==> src/rtl/light_dance_pkg.sv <==
// Shared types and widths for the LightDance feeder slice.
package light_dance_pkg;

  localparam int unsigned LD_W = 8;

  typedef enum logic [1:0] {
    IDLE,
    LOAD,
    SHIFT,
    FILL
  } ld_state_t;

endpackage

==> src/rtl/ld_byte_buf.sv <==
// One-entry holding register between the pattern handshake and the serializer.
module ld_byte_buf
  import light_dance_pkg::*;
(
  input  logic            clk,
  input  logic            arst,
  input  logic            wr,
  input  logic            rd,
  input  logic [LD_W-1:0] wdata,
  output logic            full,
  output logic [LD_W-1:0] data
);

  // A write in the same cycle as a drain leaves the entry full with the new byte.
  always_ff @(posedge clk) begin
    if (!arst) begin
      full <= 1'b0;
      data <= '0;
    end else if (wr) begin
      full <= 1'b1;
      data <= wdata;
    end else if (rd) begin
      full <= 1'b0;
    end
  end

endmodule

==> src/rtl/light_dance_feeder.sv <==
// Seed-load and MSB-first bit serializer feeding the LightDance shift/XOR register.
module light_dance_feeder
  import light_dance_pkg::*;
#(
  parameter logic        FILL_BIT = 1'b0,
  parameter int unsigned CNT_W    = 16
) (
  input  logic             clk,
  input  logic             arst,
  input  logic             seed_valid,
  input  logic [LD_W-1:0]  seed_data,
  output logic             seed_ready,
  input  logic             pat_valid,
  input  logic [LD_W-1:0]  pat_data,
  output logic             pat_ready,
  input  logic             stop,
  output logic             load,
  output logic [LD_W-1:0]  pdata,
  output logic             din,
  output logic             busy,
  output logic [CNT_W-1:0] bytes_sent,
  output logic [CNT_W-1:0] underrun_cnt
);

  ld_state_t       state;
  logic [LD_W-1:0] sreg;
  logic [2:0]      idx;
  logic            stop_l;
  logic            buf_full;
  logic [LD_W-1:0] buf_data;
  logic            buf_wr;
  logic            buf_rd;
  logic            pat_hs;
  logic            bypass;
  logic            stop_any;
  logic [LD_W-1:0] nxt_byte;
  logic [CNT_W-1:0] under_inc;

  ld_byte_buf u_buf (
    .clk   (clk),
    .arst  (arst),
    .wr    (buf_wr),
    .rd    (buf_rd),
    .wdata (pat_data),
    .full  (buf_full),
    .data  (buf_data)
  );

  assign stop_any   = stop | stop_l;
  assign nxt_byte   = buf_full ? buf_data : pat_data;
  assign seed_ready = (state == IDLE);
  assign under_inc  = (underrun_cnt == '1) ? underrun_cnt : underrun_cnt + CNT_W'(1);

  // Every exit to IDLE drains the buffer as well, so flushes share the drain path;
  // an empty buffer at a byte boundary takes the incoming byte straight into sreg.
  always_comb begin
    buf_rd = 1'b0;
    bypass = 1'b0;
    unique case (state)
      LOAD:    buf_rd = buf_full;
      SHIFT:   buf_rd = buf_full && (idx == 3'd0);
      FILL:    buf_rd = buf_full;
      default: buf_rd = 1'b0;
    endcase
    pat_ready = !buf_full || buf_rd;
    pat_hs    = pat_valid && pat_ready;
    unique case (state)
      SHIFT:   bypass = (idx == 3'd0) && !stop_any && !buf_full && pat_hs;
      FILL:    bypass = !stop && !buf_full && pat_hs;
      default: bypass = 1'b0;
    endcase
    buf_wr = pat_hs && !bypass;
  end

  always_ff @(posedge clk) begin
    if (!arst) begin
      state        <= IDLE;
      sreg         <= '0;
      idx          <= '0;
      stop_l       <= 1'b0;
      load         <= 1'b0;
      pdata        <= '0;
      din          <= 1'b0;
      busy         <= 1'b0;
      bytes_sent   <= '0;
      underrun_cnt <= '0;
    end else begin
      load <= 1'b0;
      unique case (state)
        IDLE: begin
          stop_l <= 1'b0;
          if (seed_valid) begin
            state <= LOAD;
            load  <= 1'b1;
            pdata <= seed_data;
            busy  <= 1'b1;
          end
        end
        LOAD: begin
          if (stop) begin
            state <= IDLE;
            busy  <= 1'b0;
            din   <= FILL_BIT;
          end else if (buf_full) begin
            state <= SHIFT;
            sreg  <= buf_data;
            din   <= buf_data[LD_W-1];
            idx   <= 3'd7;
          end else begin
            state        <= FILL;
            din          <= FILL_BIT;
            underrun_cnt <= under_inc;
          end
        end
        SHIFT: begin
          if (stop) stop_l <= 1'b1;
          if (idx != 3'd0) begin
            din <= sreg[idx - 3'd1];
            idx <= idx - 3'd1;
          end else begin
            bytes_sent <= bytes_sent + CNT_W'(1);
            if (stop_any) begin
              state  <= IDLE;
              busy   <= 1'b0;
              din    <= FILL_BIT;
              stop_l <= 1'b0;
            end else if (buf_full || pat_hs) begin
              sreg <= nxt_byte;
              din  <= nxt_byte[LD_W-1];
              idx  <= 3'd7;
            end else begin
              state        <= FILL;
              din          <= FILL_BIT;
              underrun_cnt <= under_inc;
            end
          end
        end
        FILL: begin
          if (stop) begin
            state <= IDLE;
            busy  <= 1'b0;
            din   <= FILL_BIT;
          end else if (buf_full || pat_hs) begin
            state <= SHIFT;
            sreg  <= nxt_byte;
            din   <= nxt_byte[LD_W-1];
            idx   <= 3'd7;
          end else begin
            din          <= FILL_BIT;
            underrun_cnt <= under_inc;
          end
        end
        default: state <= IDLE;
      endcase
    end
  end

endmodule
==> config.mk <==
export PLATFORM = sky130hd
export DESIGN_NAME = light_dance_feeder
export DESIGN_NICKNAME = d
export VERILOG_FILES = /design/src/rtl/light_dance_pkg.sv /design/src/rtl/ld_byte_buf.sv /design/src/rtl/light_dance_feeder.sv
export SDC_FILE = /design/constraint.sdc
export NUM_CORES = 1
export LEC_CHECK = 0
export CAP_MARGIN = 20
export CORE_ASPECT_RATIO = 1.25
export CORE_UTILIZATION = 50
export CTS_CLUSTER_DIAMETER = 50
export CTS_CLUSTER_SIZE = 20
export DETAILED_ROUTE_END_ITERATION = 6
export HOLD_SLACK_MARGIN = 0.1
export PLACE_DENSITY_LB_ADDON = 0.2
export SLEW_MARGIN = 20
export SYNTH_ARGS = -nofsm -noshare
export SYNTH_HDL_FRONTEND = slang
export SYNTH_HIERARCHICAL = 1
export SYNTH_SLANG_ARGS = --single-unit
==> constraint.sdc <==
create_clock -name clk -period 2.51 [get_ports clk]
set_input_delay 0.502 -clock clk [delete_from_list [all_inputs] [get_ports clk]]
set_output_delay 0.502 -clock clk [all_outputs]
set_load 0.01 [all_outputs]
==> results of run 1 <==
## layout by cell type (no fill, tap or decap), types with 2 or more instances in the layout
| cell type | count |
|---|---|
| sky130_fd_sc_hd__dfxtp_1 | 65 |
| sky130_fd_sc_hd__clkdlybuf4s50_1 | 64 |
| sky130_fd_sc_hd__nor2_1 | 38 |
| sky130_fd_sc_hd__nand2_1 | 36 |
| sky130_fd_sc_hd__a21oi_1 | 28 |
| sky130_fd_sc_hd__mux2i_1 | 20 |
| sky130_fd_sc_hd__o21ai_0 | 17 |
| sky130_fd_sc_hd__or3_1 | 14 |
| sky130_fd_sc_hd__xor2_1 | 13 |
| sky130_fd_sc_hd__nor2b_1 | 12 |
| sky130_fd_sc_hd__clkbuf_8 | 11 |
| sky130_fd_sc_hd__nand3_1 | 10 |
| sky130_fd_sc_hd__buf_4 | 10 |
| sky130_fd_sc_hd__nand4_1 | 9 |
| sky130_fd_sc_hd__a211oi_1 | 9 |
| sky130_fd_sc_hd__inv_1 | 7 |
| sky130_fd_sc_hd__and4_1 | 5 |
| sky130_fd_sc_hd__and3_1 | 4 |
| sky130_fd_sc_hd__nor3_1 | 4 |
| sky130_fd_sc_hd__ha_1 | 4 |
| sky130_fd_sc_hd__nand2b_1 | 3 |
| sky130_fd_sc_hd__o21a_1 | 3 |
| sky130_fd_sc_hd__xnor2_1 | 3 |
| sky130_fd_sc_hd__clkinv_2 | 3 |
| sky130_fd_sc_hd__or4_1 | 2 |
| sky130_fd_sc_hd__o22ai_1 | 2 |
| sky130_fd_sc_hd__mux4_2 | 2 |
| sky130_fd_sc_hd__nor3b_1 | 2 |
## per-layer routing
layer / up-vias / routed length [µm] / GRT usage, %
met4: 0 / 229 / 14.4
li1: 1368 / - / -
met3: 19 / 237 / 4.40
met2: 72 / 3240 / 38.4
met1: 1242 / 2750 / 24.2
met5: - / 0 / 0
## flip-flops by register name (all words and copies together) (netlist names)
name and count:
stop_l 1, state 2, din 1, sreg 8, bytes_sent 16, busy 1
underrun_cnt 16, idx 3, load 1, u_buf/data 8, u_buf/full 1, pdata 8
## path summary, 6_finish.rpt
path | endpoint | slack (ns) | depth (start not counted)
setup reg to reg | underrun_cnt[14] | 0.20 | 8
hold / removal | pdata[4] | 0.45 | 2
setup / recovery | underrun_cnt[14] | 0.20 | 8
hold reg to reg | pdata[4] | 0.45 | 2
## cell type report
type	count	area share (%)
clock buffers	12	3.94
well taps	66	2.09
clock inverters	3	0.381
inverters	8	0.762
repair buffers	76	18.9
flip-flops and latches	66	33.5
multi-input cells	256	40.4
## cells by family (layout without fill, tap and decap cells)
kind of cell / after synthesis / after routing
mux: 22 / 22
simple gates: 146 / 146
flops: 66 / 66
buf+inv: 25 / 99
xor+xnor: 16 / 16
fa+ha+maj: 4 / 4
compound gates: 68 / 68
## per-stage QoR
| step | hold WS [ns] | power, µW |
|---|---|---|
| 3_3_place_gp | 0.442 | 1730 |
| 5_1_grt | 0.475 | 2630 |
| 3_5_place_dp | 0.447 | 1740 |
| 2_1_floorplan | 0.472 | 1540 |
| 6_report | 0.455 | 2500 |
| 4_1_cts | 0.457 | 2530 |
## synth_stat cells (all sizes together), types with 2 or more instances
library cell  instances
ha                    4
nor2b                12
buf                   7
clkbuf               10
inv                   8
nor3b                 2
a21oi                29
nand4                 9
nor2                 38
or3                  14
and3                  4
and4bb                2
nand2                36
mux4                  2
or4                   2
dfxtp                66
nand2b                3
xnor2                 3
o21a                  3
nor4                  2
and4                  5
o21ai                18
o22ai                 2
nand3                10
xor2                 13
a211oi                9
nor3                  4
mux2i                20
## what timing repair did
| item | CTS | global route |
|---|---|---|
| hold buffers | 0 | 0 |
| endpoints found under the setup margin | 1 | 0 |
| buffers inserted | 0 | 0 |
| gates resized for setup | 3 | 0 |
## worst register-to-register path, stage by stage (launching register included)
cell and delay [ns]:
sky130_fd_sc_hd__dfxtp_2 0.35, sky130_fd_sc_hd__inv_1 0.08, sky130_fd_sc_hd__ha_1 0.18, sky130_fd_sc_hd__and4bb_1 0.26
sky130_fd_sc_hd__o21ai_2 0.09, sky130_fd_sc_hd__or3_1 0.56, sky130_fd_sc_hd__buf_4 0.24, sky130_fd_sc_hd__or3_1 0.34
sky130_fd_sc_hd__a21oi_1 0.14
## where the power goes
part / internal [µW] / switching [µW]
Clock: 402 / 382
Sequential: 1120 / 64.9
Combinational: 270 / 260
==> flow_results.org, run 1 <==
** Yosys
- After synthesis, the share of flip-flops with an asynchronous set or reset is 0%.
- Area contributors post-synth :: sky130_fd_sc_hd__dfxtp_1 (44%), sky130_fd_sc_hd__mux2i_1 (6.6%), sky130_fd_sc_hd__a21oi_1 (4.8%), sky130_fd_sc_hd__nor2_1 (4.7%), sky130_fd_sc_hd__nand2_1 (4.5%)
- Cell accounting for the most synthesized area :: sky130_fd_sc_hd__dfxtp_1
- Count of cell types in the netlist :: 44
- Yosys printed 6 warnings.
- Number of nets produced by synthesis :: between 300 and 400
- Of the post-synthesis cell area, the part taken by muxes is approximately 8%.
- Compound-gate portion of the synthesized area :: a little over an eighth
- Number of flops mapped to enable cells by yosys :: 0
- Post-synthesis share of cell area spent on full adders, half adders and majority gates :: ~1.7%
- Area share of and/or/nand/nor cells after synthesis :: 24.8%
- Top cell type's share of synthesized area :: 43.7%
- Averaged over all synthesized cells, the footprint is approximately 8.7 µm².
- Synthesized area :: 3020 µm²
- The synthesized design contains 66 register bits.
- The share of the Yosys chip area taken by registers is 43.7%.
- Summing the areas of all xor and xnor instances in the mapped netlist gives 4.63% of the synthesized area.
- Synthesized netlist cell count :: roughly 350
- Main synth FF type :: sky130_fd_sc_hd__dfxtp_1
- By area, the combinational part of the netlist is dominated by simple AND/OR/NAND/NOR gates.

** Floorplanning
- The floorplan step set the die width to 71.6 µm.
- Cell row count :: 31
- Std-Cell Core Area :: 5820 µm²
- Floorplan die height :: ~89 µm
- Full die area :: 6370 µm²
- Initial core utilization :: 52.0%
- I/O pin cnt :: 66

** Worst setup path
- Crit path launch type :: register
- Crit-path max FO :: 12
- The kind of cell with the highest combined delay along the critical path is simple AND/OR/NAND/NOR gates.
- Data required time at the worst endpoint :: 2.78 ns
- The worst register-to-register path begins at idx[0].
- Data arrival time of the critical path :: 2.58 ns
- The largest individual stage delay along the critical path comes from the cell sky130_fd_sc_hd__or3_1.
- Together, buffers and inverters on the worst path number 2.
- By instance count, the cell type seen most on the critical path is sky130_fd_sc_hd__or3_1.
- Traced cell by cell, the critical path runs through inv_1 -> ha_1 -> and4bb_1 -> o21ai_2 -> or3_1 -> buf_4 -> or3_1 -> a21oi_1.
- Setup crit start :: idx[0]
- The critical path is of the register to register type.
- Category of the worst setup path capture point :: register
- In this design, the stage delay of the slowest critical-path cell is 0.56 ns.

** GRT
- Number of global-route vias before repair :: 2,491
- Global routing consumed, over all layers together, 21.8% of the routing resources.
- Pin count of the biggest net entering global routing :: 54
- The number of antenna violations at the first check in global routing was 0.
- First-pass GRT wire length :: 10,800 µm
- For this run the aggregate overflow at the end of global routing stands at 0.

** Place
- Half-perimeter wire length after placement :: 4530 µm
- Counting tap cells, the placed design contains a total of 472 instances.
- Global placement routability congestion :: 0.873
- Placement-stage cell area :: 3770 µm²
- OpenSTA, run right after detailed placement, puts the worst setup slack at about 0.0027 ns.
- Input and output buffers added on the ports amount to between 60 and 70.

** Min path
- Hold/Removal Path Class :: register to register
- The startpoint identified for the worst hold timing path is pdata[4].

** Routing
- Dividing the detail-routed wire length by the instance count gives 13.2 µm.
- Routed WL :: 6450 µm
- Post-detailed-route DRC marker count :: 0
- Iteration count of the initial detailed-routing pass :: 4
- The count of nets left with antenna violations once routing finished came out at 0.
- Initial drt markers :: 144
- Vias/cell :: 5.55
- Number of vias after detailed routing :: 2,701

** Timing
- On the final layout, the worst clock skew is ~0.0065 ns.
- Final setup vio count :: 0
- Setup repair after global routing left no endpoint under its margin.
- Summed over all failing endpoints, the final setup total negative slack is 0 ns.
- For the pin with the worst max-slew slack, the measured transition is 0.671 ns.
- The total count of hold-check failures in the final report was 0.
- The worst path meets setup with 0.198 ns of slack.
- After layout, the minimum clock period comes to 2.31 ns.
- Measured against its own limit, the worst slew margin works out to 54.9%.
- Number of pins exceeding their max-slew limit in the final report :: 0
- Max frequency :: approximately 430 MHz
- The worst path uses 92.1% of the clock period.

** Layout
- Area growth from synthesis to layout :: 30.4%
- Area of the multi-input gates :: approximately 1600 µm²
- Final cell count without fillers :: around 490
- Final nets :: approximately 440
- Antenna cell count :: 0
- Area used by sequential logic in the layout :: 1320 µm²
- Core Util, Final :: between 60% and 70%
- Post-route standard cell area excluding fillers :: 3940 µm²
- Count of filler cells inserted in the layout :: between 400 and 500
- The post-route netlist has 8.31% of its cells at a drive strength greater than 1.

** CTS
- CTS saw 66 sinks.
- The tree is rooted in a sky130_fd_sc_hd__clkbuf_8.
- Largest buffer count on any clock path :: 2
- TritonCTS created 9 clock buffers.
- The H-tree was split into 3 levels.
- After clock tree synthesis, the clock-pin slew on the worst setup and hold paths is 0.07 ns.
- The later pin in the worst-skew pair is clocked with a latency of 0.34 ns.
- TritonCTS built the clock tree.

** Outcome
- Result of the run :: complete, no violations

** Power
- PD cells :: 635 nW/µm²
- IR Drop Worst-Case VDD :: about 0.00044 V
- Leakage :: 0.00145 µW

** Job
- Max-cap violations in this run came to 0.
(Power assumes the default switching activity.)
==> run 2, diff against run 1 <==
--- a/config.mk
+++ b/config.mk
@@ -13,6 +13,7 @@
 export DETAILED_ROUTE_END_ITERATION = 6
 export HOLD_SLACK_MARGIN = 0.1
 export PLACE_DENSITY_LB_ADDON = 0.2
+export SETUP_SLACK_MARGIN = 0.1
 export SLEW_MARGIN = 20
 export SYNTH_ARGS = -nofsm -noshare
 export SYNTH_HDL_FRONTEND = slang
==> flow_results.org, run 2 (synthesized netlist as in run 1, its figures left out) <==
** Outcome
- Result of the run :: complete, no violations

** Routing
- For this run, design rule violations remaining after detail routing come to 0.
- Dividing the detail-routed wire length by the instance count gives 13.2 µm.
- Routed WL :: 6420 µm
- After detailed routing, the number of vias per cell comes to between 5 and 6.
- The pre-antenna-repair detailed-routing pass consisted of 4 iterations.
- The final route contains 2,688 vias.
- The count of nets left with antenna violations once routing finished came out at 0.
- Initial drt markers :: 172

** Power
- Summed over all cells, the static leakage comes to 0.00145 µW.
- Dividing total power by cell area gives a power density of 634 nW/µm².
- VDD sags by at most 0.000438 V.

** Place
- At the end of routability-driven placement, the weighted congestion stood at roughly 0.87.
- Half-perimeter wire length after placement :: between 4000 and 5000 µm
- Port buffering added 65 buffers.

** Floorplanning
- In this run the standard cell core region covers 5820 µm².
- Cell row count :: 31
- I/O pin cnt :: 66
- Initial core utilization :: between 50% and 60%
- The die covers roughly 6400 µm².
- Die W :: a little over 70 µm
- The die is between 80 and 90 µm tall.

** Min path
- Hold/Removal Path Class :: register to register

** CTS
- In this run the number of H-tree levels came out at 3.
- Buffers inserted during clock tree synthesis total 9.
- Clk sinks :: 66
- Number of buffers inserted to repair setup after CTS :: 0
- Clock tree from TritonCTS :: done
- For the worst-skew pair, the clock arrives at the later sink with an insertion delay of 0.34 ns.
- After clock tree synthesis, the flow added hold-fix buffers numbering 0.
- Clk pin slew, worst setup/hold paths :: around 0.070 ns
- Clock root buffer :: sky130_fd_sc_hd__clkbuf_8
- Largest buffer count on any clock path :: 2

** Layout
- In the layout the commonest cells are sky130_fd_sc_hd__dfxtp_1 (65), sky130_fd_sc_hd__clkdlybuf4s50_1 (64), sky130_fd_sc_hd__nor2_1 (38).
- Fraction of final layout cells sized beyond drive strength 1 :: 8.55%
- Area of the multi-input gates :: approximately 1600 µm²
- In the final layout, the registers with the most flip-flops are bytes_sent: 16 flops, underrun_cnt: 16 flops.
- Final nets :: 442
- Most common cell after layout, fill and taps aside :: sky130_fd_sc_hd__dfxtp_1
- The number of antenna diodes in the final layout is 0.
- Compared with the post-synthesis result, the final layout area differs by 30.5%.
- Registers take around 1300 µm².
- Counting the fill cells in the layout gives about 500.

** Timing
- Number of pins exceeding their max-slew limit in the final report :: 0
- Based on the critical path, the design can be clocked at up to ~440 MHz.
- Final Skew :: around 0.0064 ns
- Tightest Pin Transition :: 0.663 ns
- The total count of hold-check failures in the final report is 0.
- The clock period could shrink to approximately 2.3 ns.
- Slew Limit Headroom :: between 50% and 60%
- For the final routed database, the setup TNS stands at 0 ns.
- After layout, the worst path uses 91.6% of the clock period.
- Final setup vio count :: 0
- Tightest hold margin :: 0.455 ns
- Setup repair after global routing left no endpoint under its margin.

** Worst setup path
- The slowest stage of the critical path is the sky130_fd_sc_hd__dfxtp_2 cell.
- Among cell families on the critical path, the largest total delay comes from flip-flops.
- Biggest cell delay along the critical path :: 0.39 ns
- Crit-path max FO :: 5
- STA classifies the critical path startpoint as a register.
- STA puts the critical path data arrival time at 1.80 ns.
- The critical path contains buffers and inverters numbering 2 combined.
- Category of the worst setup path capture point :: output pin
- At the worst endpoint, the required time is 2.01 ns.
- The critical path in this run is classified as register to output pin.
- Cells traversed along the worst timing path :: inv_1 -> ha_1 -> nor2b_1 -> a21oi_2 -> nand2_1 -> dlygate4sd2_1

** GRT
- Number of global-route vias before repair :: 2,491
- Entering global routing, the biggest net connects 54 pins.
- Overflow left after global routing :: 0
- The number of antenna violations at the first check in global routing is 0.
- For this run, the total global-route usage over all layers was measured as 21.8%.
- The first global-routing pass estimated 10,800 µm of wire.

** Job
- Max-cap violations in this run came to 0.
==> run 2: area by class of cell <==
| type | instances | area share, % |
|---|---|---|
| multi-input combinational | 256 | 40.5 |
| sequential | 66 | 33.5 |
| timing repair buffer | 76 | 18.9 |
| clock buffer | 12 | 3.93 |
| tap | 66 | 2.09 |
| inverter | 8 | 0.761 |
| clock inverter | 3 | 0.380 |
==> run 2: per-stage QoR <==
step	instance area, µm²	total power [µW]	setup slack [ns]	std cells	utilization [%]
CTS	3940	2530	0.197	487	67.8
detailed placement	3770	1740	0.00266	472	64.8
floorplan	3020	1540	0.510	347	-
global route	3950	2640	0.119	487	67.8
finish	3950	2500	0.211	487	67.8
global placement	3770	1730	0.0689	472	64.8
==> run 2: what timing repair did <==
action | 4_1_cts | 5_1_grt
resized for setup | 3 | 1
endpoints found under the setup margin | 1 | 7
pin swaps | 0 | 0
==> run 2: report_power, final <==
group | switching [µW] | internal (µW)
clock network | 382 | 402
logic | 259 | 273
registers | 64.9 | 1120
total | 706 | 1800
==> run 2: worst paths after layout <==
| check | slack, ns | cells after the start | to | startpoint |
|---|---|---|---|---|
| max | 0.21 | 6 | pat_ready | idx[0] |
| min | 0.45 | 2 | pdata[4] | pdata[4] |
| max reg2reg | 0.33 | 8 | underrun_cnt[13] | idx[0] |
| min reg2reg | 0.45 | 2 | pdata[4] | pdata[4] |
==> run 2: worst register-to-register path, delay by kind of cell, from the launching register on <==
| kind | cells | cell delay [ns] |
|---|---|---|
| AO/OA/AOI/OAI | 2 | 0.24 |
| adder cells (fa/ha/maj) | 1 | 0.18 |
| buffers and inverters | 2 | 0.27 |
| flip-flops | 1 | 0.35 |
| AND/OR/NAND/NOR | 3 | 1.08 |
==> run 2: layer usage <==
layer	track usage [%]	wire [µm]	part of all wire [%]
met1	24.2	2710	42
met2	38.4	3250	51
met3	4.40	227	3.5
met4	14.4	232	3.6
met5	0	0	0
==> run 3, diff against run 2 <==
--- a/config.mk
+++ b/config.mk
@@ -7,7 +7,8 @@
 export LEC_CHECK = 0
 export CAP_MARGIN = 20
 export CORE_ASPECT_RATIO = 1.25
-export CORE_UTILIZATION = 50
+export CORE_UTILIZATION = 51
+export CTS_BUF_LIST = sky130_fd_sc_hd__clkbuf_8
 export CTS_CLUSTER_DIAMETER = 50
 export CTS_CLUSTER_SIZE = 20
 export DETAILED_ROUTE_END_ITERATION = 6
==> flow_results.org, run 3 (synthesized netlist as in run 1, its figures left out) <==
** Outcome
- The run finished, with violations left.
- The checks that failed: design-rule violations.

** Routing
- Drt wl/cell :: ~13 µm
- In this run, the number of DRC markers left after iteration 0 of detailed routing was 125.
- Dividing the detail-routed via count by the number of cells gives about 5.5.
- Number of vias after detailed routing :: 2,702
- Routed WL :: 6530 µm
- Once detail routing completed, the nets flagged for antenna violations numbered 0.
- Post-detailed-route DRC marker count :: 12
- Iteration count of the initial detailed-routing pass :: 7

** Worst setup path
- Setup slack on the worst reg-to-reg path comes out at 0.34 ns.
- Cells traversed along the worst timing path :: inv_1 -> ha_1 -> nor2b_1 -> a21oi_2 -> nand2_1 -> dlygate4sd2_1
- Data on the critical path arrives at its endpoint at 1.80 ns.
- Dominant delay contributor by cell family on the critical path :: flip-flops
- Crit path buffers/inverters :: 2
- The worst setup path is launched from a register.
- Data required time at the worst endpoint :: 2.01 ns
- The worst register-to-register path begins at idx[0].
- Worst setup path class :: register to output pin
- Cell depth of the worst flop-to-flop path :: 8
- On the worst path, the slowest cell contributes a delay of 0.38 ns.
- Crit-path max FO :: 5
- Category of the worst setup path capture point :: output pin
- Slowest cell on the critical path :: sky130_fd_sc_hd__dfxtp_4
- In this run the critical register-to-register path is captured at underrun_cnt[6].

** Timing
- Setup violations remaining at the end of the flow were counted as 0.
- Setup total negative slack on the finished layout was measured at 0 ns.
- Final Skew :: 0.00580 ns
- Max frequency :: 434 MHz
- Hold violation count in the final report :: 0
- The worst path uses 91.9% of the clock period.
- At the pin with the least slew margin, the transition time is 0.706 ns.
- Measured against its own limit, the worst slew margin works out to about 53%.
- Setup repair after global routing left no endpoint under its margin.
- The max-slew violation total from the final report came to 0.
- Shortest clock period the worst path allows after layout :: 2.31 ns

** Floorplanning
- The initialized floorplan defines 31 standard-cell rows.
- The region available for standard cell placement spans 5740 µm².
- Initial core utilization :: 52.7%
- The die covers about 6200 µm².
- Measured along the y axis, the die boundary spans 88.1 µm.
- Pin placement for this block handled 66 I/O pins.
- From left edge to right edge, the die measures 70.9 µm.

** Min path
- For hold timing, the worst endpoint is pdata[6].
- Number of cells on the worst hold path :: 2
- Hold/Removal Path Class :: register to register
- The worst hold path begins at pdata[6].

** Layout
- Final nets :: around 440
- The area growth from synthesis to layout is 31.4%.
- The largest registers in the layout are bytes_sent: 16 flops, underrun_cnt: 16 flops.
- The finished cells cover 3970 µm².
- Leaving out fill and tap cells, the most frequent cell in the layout is sky130_fd_sc_hd__dfxtp_1.
- Fraction of final layout cells sized beyond drive strength 1 :: 8.51%
- Count of filler cells inserted in the layout :: 488
- Top library cells by usage in the layout, fill and taps aside :: sky130_fd_sc_hd__dfxtp_1 (65), sky130_fd_sc_hd__clkdlybuf4s50_1 (64), sky130_fd_sc_hd__nor2_1 (38)
- Antenna cell count :: 0

** Power
- The analysis attributes to cell leakage a power of around 0.0015 µW.
- PD cells :: 659 nW/µm²
- IR Drop Worst-Case VDD :: around 0.00045 V

** CTS
- The H-tree was split into 3 levels.
- The number of clock buffers added by TritonCTS is 9.
- In this run the post-CTS setup repair buffer count came out at 0.
- CTS placed an instance of sky130_fd_sc_hd__clkbuf_8 at the clock tree root.
- Clk pin slew, worst setup/hold paths :: approximately 0.07 ns
- Clock tree from TritonCTS :: done
- Clk sinks :: 66
- At the later pin of the worst-skew pair, clock insertion delay measures ~0.34 ns.
- The clock passes through at most 2 buffers.

** GRT
- Antenna violations before repair :: 0
- For this run the aggregate overflow at the end of global routing stands at 0.
- Entering global routing, the biggest net connects 23 pins.
- First-pass GRT wire length :: between 10,000 and 15,000 µm
- Global routing used 22.5% of the available tracks.
- The via count of the first global-routing pass is between 2,000 and 3,000.

** Job
- Max-capacitance violation count :: 0

** Place
- In this run the tool buffered the top-level ports with 65 buffer cells.
- Placement-stage cell area :: 3760 µm²
- Global placement routability congestion :: about 0.85
- Half-perimeter wire length after placement :: 4710 µm
-- run 3: changes by cell type in the layout (fill, tap and decap cells not counted) --
| cell | change |
|---|---|
| sky130_fd_sc_hd__buf_12 | -1 |
| sky130_fd_sc_hd__buf_4 | +2 |
| sky130_fd_sc_hd__bufinv_16 | +1 |
| sky130_fd_sc_hd__clkbuf_1 | -1 |
| sky130_fd_sc_hd__clkinv_2 | -2 |
| sky130_fd_sc_hd__dfxtp_2 | -1 |
| sky130_fd_sc_hd__dfxtp_4 | +1 |
| sky130_fd_sc_hd__inv_1 | +3 |
-- run 3: final cells by class --
type	instances	area, µm²	area share (%)
clock buffers	11	151	3.81
clock inverters	5	46.3	1.17
inverters	8	30.0	0.756
multi-input cells	256	1600	40.2
flip-flops and latches	66	1330	33.4
well taps	66	82.6	2.08
repair buffers	77	739	18.6
-- run 3: worst max-delay path by stage --
stage / to / startpoint / cells past startpoint / slack [ns]
finish: pat_ready / idx[0] / 6 / 0.20
global placement: underrun_cnt[8] / pat_valid / 7 / 0.11
global route: seed_ready / state[0] / 2 / 0.11
CTS: pat_ready / idx[0] / 6 / 0.14
detailed placement: underrun_cnt[6] / pat_valid / 7 / 0.03
floorplan: underrun_cnt[10] / idx[0] / 8 / 0.51
-- run 3: worst register-to-register path: stages (launching register included) --
cell and delay [ns]:
sky130_fd_sc_hd__dfxtp_4 0.37, sky130_fd_sc_hd__inv_1 0.08, sky130_fd_sc_hd__ha_1 0.19, sky130_fd_sc_hd__and4bb_1 0.24
sky130_fd_sc_hd__o21ai_2 0.09, sky130_fd_sc_hd__or3_4 0.46, sky130_fd_sc_hd__buf_4 0.20, sky130_fd_sc_hd__or3_1 0.35
sky130_fd_sc_hd__a21oi_1 0.14
-- run 3: through the flow --
stage,cells,utilization (%),power [µW],hold slack (ns),worst slack (ns)
floorplan,347,-,1540,0.472,0.510
global placement,473,65.6,1730,0.441,0.109
detailed placement,473,65.6,1750,0.447,0.0273
CTS,489,69.1,2630,0.456,0.144
global route,489,69.2,2750,0.475,0.114
finish,489,69.2,2620,0.453,0.204
-- run 3: report_power, final --
group	internal [µW]	switching, µW
combinational	272	263
clock	501	391
sequential	1120	67.5
-- run 3: what timing repair did --
item	in CTS	in global routing
hold buffers	0	0
hold endpoints to repair	0	0
pin swaps	0	1
resized for setup	3	2
setup endpoints to repair	1	3
-- run 3: routing by layer --
metal  global-route usage (%)  vias up  wire [µm]
met5                        0        -          0
met4                     11.3        0        162
met3                     6.10       14        308
met2                     38.7       62       3220
met1                     25.8     1254       2840
li1                         -     1372          -
